--- src/rtl/rq_pkg.sv ---
// Shared definitions for the RQ request splitter: request type codes,
// descriptor field offsets, FSM state encoding and a descriptor builder.
// No ports; imported by rq_tlp_sizer and rq_request_splitter.
package rq_pkg;

  localparam logic [3:0] REQ_MEM_RD = 4'b0000;
  localparam logic [3:0] REQ_MEM_WR = 4'b0001;

  // Descriptor field offsets (128-bit descriptor)
  localparam int DESC_ADDR_LSB = 2;
  localparam int DESC_ADDR_MSB = 63;
  localparam int DESC_DW_LSB   = 64;
  localparam int DESC_DW_MSB   = 74;
  localparam int DESC_TYPE_LSB = 75;
  localparam int DESC_TYPE_MSB = 78;
  localparam int DESC_RID_LSB  = 80;
  localparam int DESC_RID_MSB  = 95;
  localparam int DESC_TAG_LSB  = 96;
  localparam int DESC_TAG_MSB  = 103;
  localparam int DESC_LBE_LSB  = 104;
  localparam int DESC_LBE_MSB  = 107;
  localparam int DESC_FBE_LSB  = 108;
  localparam int DESC_FBE_MSB  = 111;

  typedef enum logic [1:0] {
    ST_IDLE    = 2'd0,
    ST_PLAN    = 2'd1,
    ST_WR_DATA = 2'd2,
    ST_RD_REQ  = 2'd3
  } rq_state_t;

  // Builds a full descriptor; unnamed bits ([1:0], [79], [127:112]) stay zero.
  // A single-DW request has no last DW, so its last byte enable is 0.
  function automatic logic [127:0] build_desc(
    input logic [61:0] addr_dw,
    input logic [10:0] tlp_dw,
    input logic        is_write,
    input logic [15:0] requester_id,
    input logic [7:0]  tag
  );
    logic [127:0] d;
    d = '0;
    d[DESC_ADDR_MSB:DESC_ADDR_LSB] = addr_dw;
    d[DESC_DW_MSB:DESC_DW_LSB]     = tlp_dw;
    d[DESC_TYPE_MSB:DESC_TYPE_LSB] = is_write ? REQ_MEM_WR : REQ_MEM_RD;
    d[DESC_RID_MSB:DESC_RID_LSB]   = requester_id;
    d[DESC_TAG_MSB:DESC_TAG_LSB]   = tag;
    d[DESC_LBE_MSB:DESC_LBE_LSB]   = (tlp_dw == 11'd1) ? 4'h0 : 4'hF;
    d[DESC_FBE_MSB:DESC_FBE_LSB]   = 4'hF;
    return d;
  endfunction

endpackage

--- src/rtl/rq_tlp_sizer.sv ---
// Purpose: size of the next TLP = min(remaining DWs, MPS/MRRS limit, DWs to next 4KB boundary).
// Latency: purely combinational; the caller registers the result.
// Backpressure: none (no handshake).
// Ports: is_write selects MPS vs MRRS; rem_dw = DWs left in the command;
//        addr_dw_off = address bits [11:2]; tlp_dw = DWs in this TLP; beats = ceil(tlp_dw/8).
module rq_tlp_sizer
  import rq_pkg::*;
#(
  parameter int MPS_BYTES  = 256,
  parameter int MRRS_BYTES = 512
) (
  input  logic        is_write,
  input  logic [17:0] rem_dw,
  input  logic [9:0]  addr_dw_off,
  output logic [10:0] tlp_dw,
  output logic [7:0]  beats
);

  localparam logic [10:0] MPS_DW  = 11'(MPS_BYTES / 4);
  localparam logic [10:0] MRRS_DW = 11'(MRRS_BYTES / 4);

  logic [10:0] limit_dw;
  logic [10:0] bound_dw;
  logic [10:0] cap_dw;

  always_comb begin
    limit_dw = is_write ? MPS_DW : MRRS_DW;
    // Distance to the next 4KB boundary in DWs: 1..1024
    bound_dw = 11'd1024 - {1'b0, addr_dw_off};
    cap_dw   = (bound_dw < limit_dw) ? bound_dw : limit_dw;
    tlp_dw   = (rem_dw < {7'd0, cap_dw}) ? rem_dw[10:0] : cap_dw;
    // Eight DWs per 256-bit beat; a partial final beat still costs a beat
    beats    = tlp_dw[10:3] + {7'd0, |tlp_dw[2:0]};
  end

endmodule

--- src/rtl/rq_request_splitter.sv ---
// Purpose: splits DMA commands into PCIe MemRd/MemWr TLPs bounded by MPS, MRRS and 4KB,
//          emitting a 128-bit descriptor alongside 256-bit payload beats.
// Latency: one PLAN cycle per TLP; write data passes through combinationally (0 cycles).
// Backpressure: rq_ready gates wr_ready directly; outputs hold while rq_valid && !rq_ready.
// Ports: cmd_* command handshake; wr_* packed write-data stream; rq_* descriptor/payload beats.
// Build option: define RQ_SPLIT_STATS_EN to add stat_wr_tlps/stat_rd_tlps TLP counters.
module rq_request_splitter
  import rq_pkg::*;
#(
  parameter int          MPS_BYTES    = 256,
  parameter int          MRRS_BYTES   = 512,
  parameter logic [15:0] REQUESTER_ID = 16'h0
) (
  input  logic         clk,
  input  logic         rst,
  input  logic         cmd_valid,
  output logic         cmd_ready,
  input  logic         cmd_is_write,
  input  logic [63:0]  cmd_addr,
  input  logic [17:0]  cmd_len_dw,
  input  logic [255:0] wr_data,
  input  logic         wr_valid,
  output logic         wr_ready,
  output logic [127:0] rq_descriptor,
  output logic [255:0] rq_payload,
  output logic [10:0]  rq_payload_dw_count,
  output logic         rq_payload_sop,
  output logic         rq_payload_last,
  output logic         rq_valid,
  input  logic         rq_ready
`ifdef RQ_SPLIT_STATS_EN
  ,
  output logic [31:0]  stat_wr_tlps,
  output logic [31:0]  stat_rd_tlps
`endif
);

  rq_state_t   state;
  logic [63:2] addr_q;       // DW address of the next TLP
  logic [17:0] rem_q;        // DWs still to be issued for this command
  logic        is_write_q;
  logic [10:0] tlp_dw_q;
  logic [7:0]  beats_q;
  logic [7:0]  beat_idx_q;
  logic [7:0]  tag_q;

  logic [10:0] size_dw;
  logic [7:0]  size_beats;
  logic        fire;
  logic        tlp_done;

  // Byte offset within a DW is always zero for these requests
  logic        unused_addr_lsb;
  assign unused_addr_lsb = ^cmd_addr[1:0];

  rq_tlp_sizer #(
    .MPS_BYTES  (MPS_BYTES),
    .MRRS_BYTES (MRRS_BYTES)
  ) u_sizer (
    .is_write    (is_write_q),
    .rem_dw      (rem_q),
    .addr_dw_off (addr_q[11:2]),
    .tlp_dw      (size_dw),
    .beats       (size_beats)
  );

  assign rq_payload = wr_data;

  // Handshake signals are combinational so write data flows with zero latency
  always_comb begin
    rq_valid        = 1'b0;
    wr_ready        = 1'b0;
    rq_payload_sop  = 1'b0;
    rq_payload_last = 1'b0;
    case (state)
      ST_RD_REQ: begin
        rq_valid        = 1'b1;
        rq_payload_sop  = 1'b1;
        rq_payload_last = 1'b1;
      end
      ST_WR_DATA: begin
        rq_valid        = wr_valid;
        wr_ready        = rq_ready;
        rq_payload_sop  = (beat_idx_q == 8'd0);
        rq_payload_last = (beat_idx_q == beats_q - 8'd1);
      end
      default: ;
    endcase
  end

  assign fire     = rq_valid && rq_ready;
  assign tlp_done = fire && rq_payload_last;

  always_ff @(posedge clk) begin
    if (rst) begin
      state               <= ST_IDLE;
      cmd_ready           <= 1'b1;
      addr_q              <= '0;
      rem_q               <= '0;
      is_write_q          <= 1'b0;
      tlp_dw_q            <= '0;
      beats_q             <= '0;
      beat_idx_q          <= '0;
      tag_q               <= '0;
      rq_descriptor       <= '0;
      rq_payload_dw_count <= '0;
    end else begin
      case (state)
        ST_IDLE: begin
          if (cmd_valid) begin
            addr_q     <= cmd_addr[63:2];
            rem_q      <= cmd_len_dw;
            is_write_q <= cmd_is_write;
            // Zero-length commands are consumed without producing a TLP
            if (cmd_len_dw != 18'd0) begin
              state     <= ST_PLAN;
              cmd_ready <= 1'b0;
            end
          end
        end

        ST_PLAN: begin
          tlp_dw_q            <= size_dw;
          beats_q             <= size_beats;
          beat_idx_q          <= '0;
          rq_descriptor       <= build_desc(addr_q, size_dw, is_write_q, REQUESTER_ID, tag_q);
          rq_payload_dw_count <= is_write_q ? size_dw : 11'd0;
          state               <= is_write_q ? ST_WR_DATA : ST_RD_REQ;
        end

        ST_WR_DATA, ST_RD_REQ: begin
          if (fire && !rq_payload_last) begin
            beat_idx_q <= beat_idx_q + 8'd1;
          end
          if (tlp_done) begin
            if (state == ST_RD_REQ) begin
              tag_q <= tag_q + 8'd1;
            end
            addr_q <= addr_q + {51'd0, tlp_dw_q};
            rem_q  <= rem_q - {7'd0, tlp_dw_q};
            if (rem_q == {7'd0, tlp_dw_q}) begin
              state     <= ST_IDLE;
              cmd_ready <= 1'b1;
            end else begin
              state <= ST_PLAN;
            end
          end
        end

        default: state <= ST_IDLE;
      endcase
    end
  end

`ifdef RQ_SPLIT_STATS_EN
  always_ff @(posedge clk) begin
    if (rst) begin
      stat_wr_tlps <= '0;
      stat_rd_tlps <= '0;
    end else if (tlp_done) begin
      if (state == ST_WR_DATA) begin
        stat_wr_tlps <= stat_wr_tlps + 32'd1;
      end else begin
        stat_rd_tlps <= stat_rd_tlps + 32'd1;
      end
    end
  end
`endif

endmodule
--- config.mk ---
export PLATFORM = sky130hd
export DESIGN_NAME = rq_request_splitter
export DESIGN_NICKNAME = d
export VERILOG_FILES = /design/src/rtl/rq_pkg.sv /design/src/rtl/rq_tlp_sizer.sv /design/src/rtl/rq_request_splitter.sv
export SDC_FILE = /design/constraint.sdc
export NUM_CORES = 1
export LEC_CHECK = 0
export CAP_MARGIN = 25
export CORE_AREA = 4 4 285 287
export DETAILED_ROUTE_END_ITERATION = 8
export DIE_AREA = 0 0 289 291
export HOLD_SLACK_MARGIN = 0.05
export PLACE_DENSITY_LB_ADDON = 0.08
export SYNTH_ARGS = -nofsm -noshare
export SYNTH_HDL_FRONTEND = slang
export SYNTH_HIERARCHICAL = 1
export SYNTH_SLANG_ARGS = --single-unit
export TNS_END_PERCENT = 1
--- constraint.sdc ---
create_clock -name clk -period 8.42 [get_ports clk]
set_clock_uncertainty 0.15 [all_clocks]
set_input_delay 1.684 -clock clk [delete_from_list [all_inputs] [get_ports clk]]
set_output_delay 1.684 -clock clk [all_outputs]
set_load 0.01 [all_outputs]
==> results.rst <==
.. list-table::
   :header-rows: 1

   * - Metric
     - Value
   * - Run status
     - finished clean
   * - Routing usage on met3
     - 2.65%
   * - Num ports
     - 744
   * - Post-synthesis xor/xnor area fraction
     - 2.79%
   * - Time the final worst path needs with I/O delays and setup
     - 6660 ps
   * - Final hold vios
     - 0
   * - Number of buffers created by CTS
     - 30
   * - Fraction of power consumed by the clock network
     - 39.6%
   * - Worst setup SP type
     - flip-flop
   * - Total clock sinks
     - 203
   * - Number of placed instances, taps included
     - 2695
   * - Critical path's largest stage delay
     - 800 ps
   * - Kind of path behind the tightest hold check
     - reg2reg
   * - HPWL Detailed
     - 40500 µm
   * - Worst-case register-to-register setup slack
     - 1760 ps
   * - Switching pwr
     - 1.14 mW
   * - # Max-Cap Violations
     - 0
   * - DRC violation count after routing
     - 0
   * - Die ar.
     - 84100 µm²
   * - Total global routing overflow
     - 0
   * - Sequential group share of total power
     - 35.9%
   * - Global routing met1 resource utilization
     - 17.3%
   * - Combinational family with the most area after synthesis
     - simple AND/OR/NAND/NOR gates
   * - Number of nets in the layout
     - 2063
   * - Max Root-Sink Buffers
     - 3
   * - Endpoint of the most critical register-to-register path
     - beats_q[4]
   * - Start of the worst register-to-register path
     - addr_q[5]
   * - Number of vias per cell
     - 4.40
   * - Count of hold buffers inserted by post-cts repair
     - 0
   * - Clock root buffer master
     - sky130_fd_sc_hd__clkbuf_16
   * - Number of antenna violations at the first check in global routing
     - 4
   * - Total power divided by cell area
     - 206 nW/µm²
   * - GR peak layer
     - met2
   * - Flops & latches, synth
     - 203
   * - Number of synthesized flops with an enable pin
     - 0
   * - Crit path cell chain
     - nor4_4, and3b_1, xnor2_1, ha_1, nor4b_1, a31oi_2, nor2_1, and3_1, inv_1, ha_1, a21oi_1, a21oi_1, o21ai_0, o311a_1, nand2_1, o21ai_0, ha_1, ha_1, nand4_1, xor2_1, mux2_2, o21ai_0, nand2_1, a21oi_1
   * - Cell count after synthesis
     - 1794
   * - Required time worst endpoint
     - 8780 ps
   * - Placer Congestion
     - 0.753
   * - Row cnt
     - 103
   * - Reg2Reg Depth
     - 24
   * - Worst Max-Slew Pin Slew
     - 926 ps
   * - Critical Setup Path Class
     - reg2reg
   * - Leakage Power
     - 5.16 nW
   * - Sum of routed wire length over all layers
     - 56500 µm
   * - Clock input transition at the sequential cells of the worst setup and hold paths
     - 60 ps
   * - Tcrit/Tclk final
     - 79.1%
   * - TritonCTS clock tree
     - built
   * - Met2 capacity usage during global routing
     - 20.4%
   * - Setup repair bufs after CTS
     - 0
   * - Critical Path End Type
     - flip-flop
   * - Htree depth
     - 1
   * - Number of routed nets with antenna violations
     - 0
   * - Comb pwr share
     - 24.6%
   * - Core Footprint
     - 78600 µm²
   * - Number of pins exceeding their max-slew limit in the final report
     - 0
   * - Sequential-to-total area share from yosys stat
     - 29.5%
   * - Cell-internal power
     - 2.10 mW
   * - Later-pin clock latency in the skew report
     - 590 ps
   * - Layout-stage area growth over the synthesis result
     - 13.6%
   * - Largest net degree at the start of global routing
     - 75
   * - WHS Path Cells
     - 2
   * - Netlist area before placement
     - 13800 µm²
   * - Most frequently used flop master after synthesis
     - sky130_fd_sc_hd__dfxtp_1
   * - Initial standard-cell utilization of the core
     - 17.6%
   * - Cell repeated most along the worst path
     - sky130_fd_sc_hd__ha_1
   * - Synth unique cells
     - 79
   * - Mux cell area share after synthesis
     - 2.66%
   * - Cell with the largest stage delay on the worst path
     - sky130_fd_sc_hd__o311a_1
   * - Chip height
     - 291 µm
   * - Mean Syn Cell Area
     - 7.69 µm²
   * - Count of TritonRoute iterations in the first routing pass
     - 5
   * - First-pass GRT wire length
     - 83100 µm
   * - Worst-path maximum fanout
     - 26
   * - Max frequency
     - 150 MHz
   * - Number of endpoints failing setup at the final stage
     - 0
   * - Switching part of the total
     - 35.2%
   * - Synth Area in Adders
     - 3.92%
   * - Leading cell types in the layout, fill and taps excluded
     - sky130_fd_sc_hd__nand2_1, sky130_fd_sc_hd__dfxtp_1, sky130_fd_sc_hd__clkdlybuf4s50_1
   * - All-layer global routing usage
     - 12.9%
   * - Compound-cell area share of the yosys netlist
     - 19.8%
   * - Post-cts resize count
     - 0
   * - CP startpoint
     - addr_q[5]
   * - Min-delay src
     - rq_descriptor[75]
   * - Max-slew headroom
     - 38.2%
   * - Most common cell after layout, fill and taps aside
     - sky130_fd_sc_hd__nand2_1
   * - Final setup TNS
     - 0 ps
   * - Share of async-settable or async-resettable flops after synthesis
     - 0%
   * - Endpoint with the worst hold slack
     - rq_descriptor[75]
   * - Setup repair after global routing missed its margin
     - false
   * - Number of violations reported at the end of detailed-routing iteration 0
     - 668
   * - Simple-gate share of the synthesized area
     - 20.8%
   * - Via count of the routed design
     - 12100
   * - Largest voltage drop on the vdd net
     - 163 µV
   * - Arrival @ worst endpoint
     - 7020 ps
   * - Vias in the first global route
     - 12200
   * - Synthesis warning total
     - 6
   * - Width of the chip
     - 289 µm
   * - Non-filler cells in the finished layout
     - 2749
   * - Average wire length per cell after detail routing
     - 20.5 µm
   * - Count of buffers from port buffering
     - 191
   * - Share of cells above drive strength 1
     - 5.77%
## synthesized netlist by cell type (5+ instances only)
master | number | area [µm²]
sky130_fd_sc_hd__a2111oi_0 | 6 | 52.6
sky130_fd_sc_hd__a2111oi_2 | 6 | 90.1
sky130_fd_sc_hd__a211oi_1 | 28 | 210
sky130_fd_sc_hd__a21o_1 | 9 | 67.6
sky130_fd_sc_hd__a21oi_1 | 166 | 831
sky130_fd_sc_hd__a22oi_1 | 35 | 263
sky130_fd_sc_hd__a311oi_1 | 5 | 43.8
sky130_fd_sc_hd__a31oi_1 | 25 | 156
sky130_fd_sc_hd__and2_1 | 15 | 93.8
sky130_fd_sc_hd__and3_1 | 14 | 87.6
sky130_fd_sc_hd__and4_1 | 15 | 131
sky130_fd_sc_hd__buf_1 | 7 | 26.3
sky130_fd_sc_hd__buf_2 | 8 | 40.0
sky130_fd_sc_hd__buf_4 | 300 | 2250
sky130_fd_sc_hd__buf_6 | 5 | 56.3
sky130_fd_sc_hd__clkbuf_1 | 80 | 300
sky130_fd_sc_hd__dfxtp_1 | 203 | 4060
sky130_fd_sc_hd__ha_1 | 40 | 500
sky130_fd_sc_hd__inv_1 | 39 | 146
sky130_fd_sc_hd__mux2i_1 | 34 | 340
sky130_fd_sc_hd__nand2_1 | 263 | 987
sky130_fd_sc_hd__nand2b_1 | 9 | 56.3
sky130_fd_sc_hd__nand3_1 | 52 | 260
sky130_fd_sc_hd__nand3b_1 | 6 | 45.0
sky130_fd_sc_hd__nand4_1 | 27 | 169
sky130_fd_sc_hd__nor2_1 | 96 | 360
sky130_fd_sc_hd__nor2b_1 | 9 | 56.3
sky130_fd_sc_hd__nor3_1 | 35 | 175
sky130_fd_sc_hd__nor4_1 | 17 | 106
sky130_fd_sc_hd__o211ai_1 | 7 | 52.6
sky130_fd_sc_hd__o21a_1 | 17 | 128
sky130_fd_sc_hd__o21ai_0 | 52 | 260
sky130_fd_sc_hd__o21bai_1 | 5 | 37.5
sky130_fd_sc_hd__o22ai_1 | 22 | 138
sky130_fd_sc_hd__o31ai_1 | 8 | 60.1
sky130_fd_sc_hd__or3_1 | 13 | 81.3
sky130_fd_sc_hd__or4_1 | 13 | 97.6
sky130_fd_sc_hd__xnor2_1 | 30 | 263
sky130_fd_sc_hd__xor2_1 | 14 | 123
## power by group through the flow
| stage | sequential (mW) | clock (mW) | combinational, mW |
|---|---|---|---|
| floorplan | 1.13 | 0 | 0.667 |
| global placement | 1.18 | 0 | 0.807 |
| detailed placement | 1.18 | 0 | 0.807 |
| CTS | 1.16 | 1.34 | 0.811 |
| global route | 1.18 | 1.37 | 0.887 |
| finish | 1.16 | 1.28 | 0.794 |
## worst max-delay path, delay by kind of cell (launching register included)
family / cells / cell delay, ps
compound gates: 8 / 1880
buf+inv: 1 / 50
flops: 1 / 410
fa+ha+maj: 4 / 1140
xor+xnor: 2 / 330
mux: 1 / 280
simple gates: 8 / 2320
## cell families after synthesis
| kind of cell | after synthesis |
|---|---|
| muxes | 36 |
| adders and majority gates | 42 |
| AOI/OAI and AO/OA | 426 |
| xor gates and xnor gates | 44 |
| other | 2 |
| DFF | 203 |
| buffers and inverters | 440 |
| and+or+nand+nor | 601 |
## final cells by class
class / count / area [µm²]
Fill cell: 8842 / 62900
Multi-Input combinational cell: 1190 / 7090
Sequential cell: 203 / 4070
Timing Repair Buffer: 212 / 2070
Tap cell: 1050 / 1310
Clock buffer: 42 / 886
Inverter: 40 / 150
Clock inverter: 11 / 95.1
Antenna cell: 1 / 2.50
## flip-flops by register name, indices dropped and copies added, names as in the netlist, 2 cells and up
register and flops:
rq_descriptor 74, addr_q 62, rem_q 18, rq_payload_dw_count 11, tlp_dw_q 10, beat_idx_q 8, beats_q 8, tag_q 8
state 2
## metal layers
metal	share of wire [%]	up-vias
met2	45	363
met3	5.8	131
met4	3.4	6
li1	-	5757
met1	46	5830
met5	0.053	-
## how the worst max path moves through the flow
stage	end	slack [ps]	cells after the start
floorplan	beats_q[4]	3250	27
detailed placement	beats_q[4]	1770	22
global placement	beats_q[4]	1840	24
CTS	beats_q[4]	1740	24
finish	beats_q[4]	1760	24
global route	beats_q[4]	1140	24
## per-stage QoR
step,cell area (µm²),util [%],hold slack (ps),power (mW),setup WS [ps]
after global placement,14700,18.7,298,1.99,1840
after global routing,15700,19.9,329,3.44,1140
after floorplan,13900,-,294,1.79,3250
after CTS,15700,19.9,304,3.31,1740
after detailed placement,14700,18.7,296,1.99,1770
final,15700,19.9,301,3.23,1760
No activity file was read; power rests on OpenSTA's default activity.
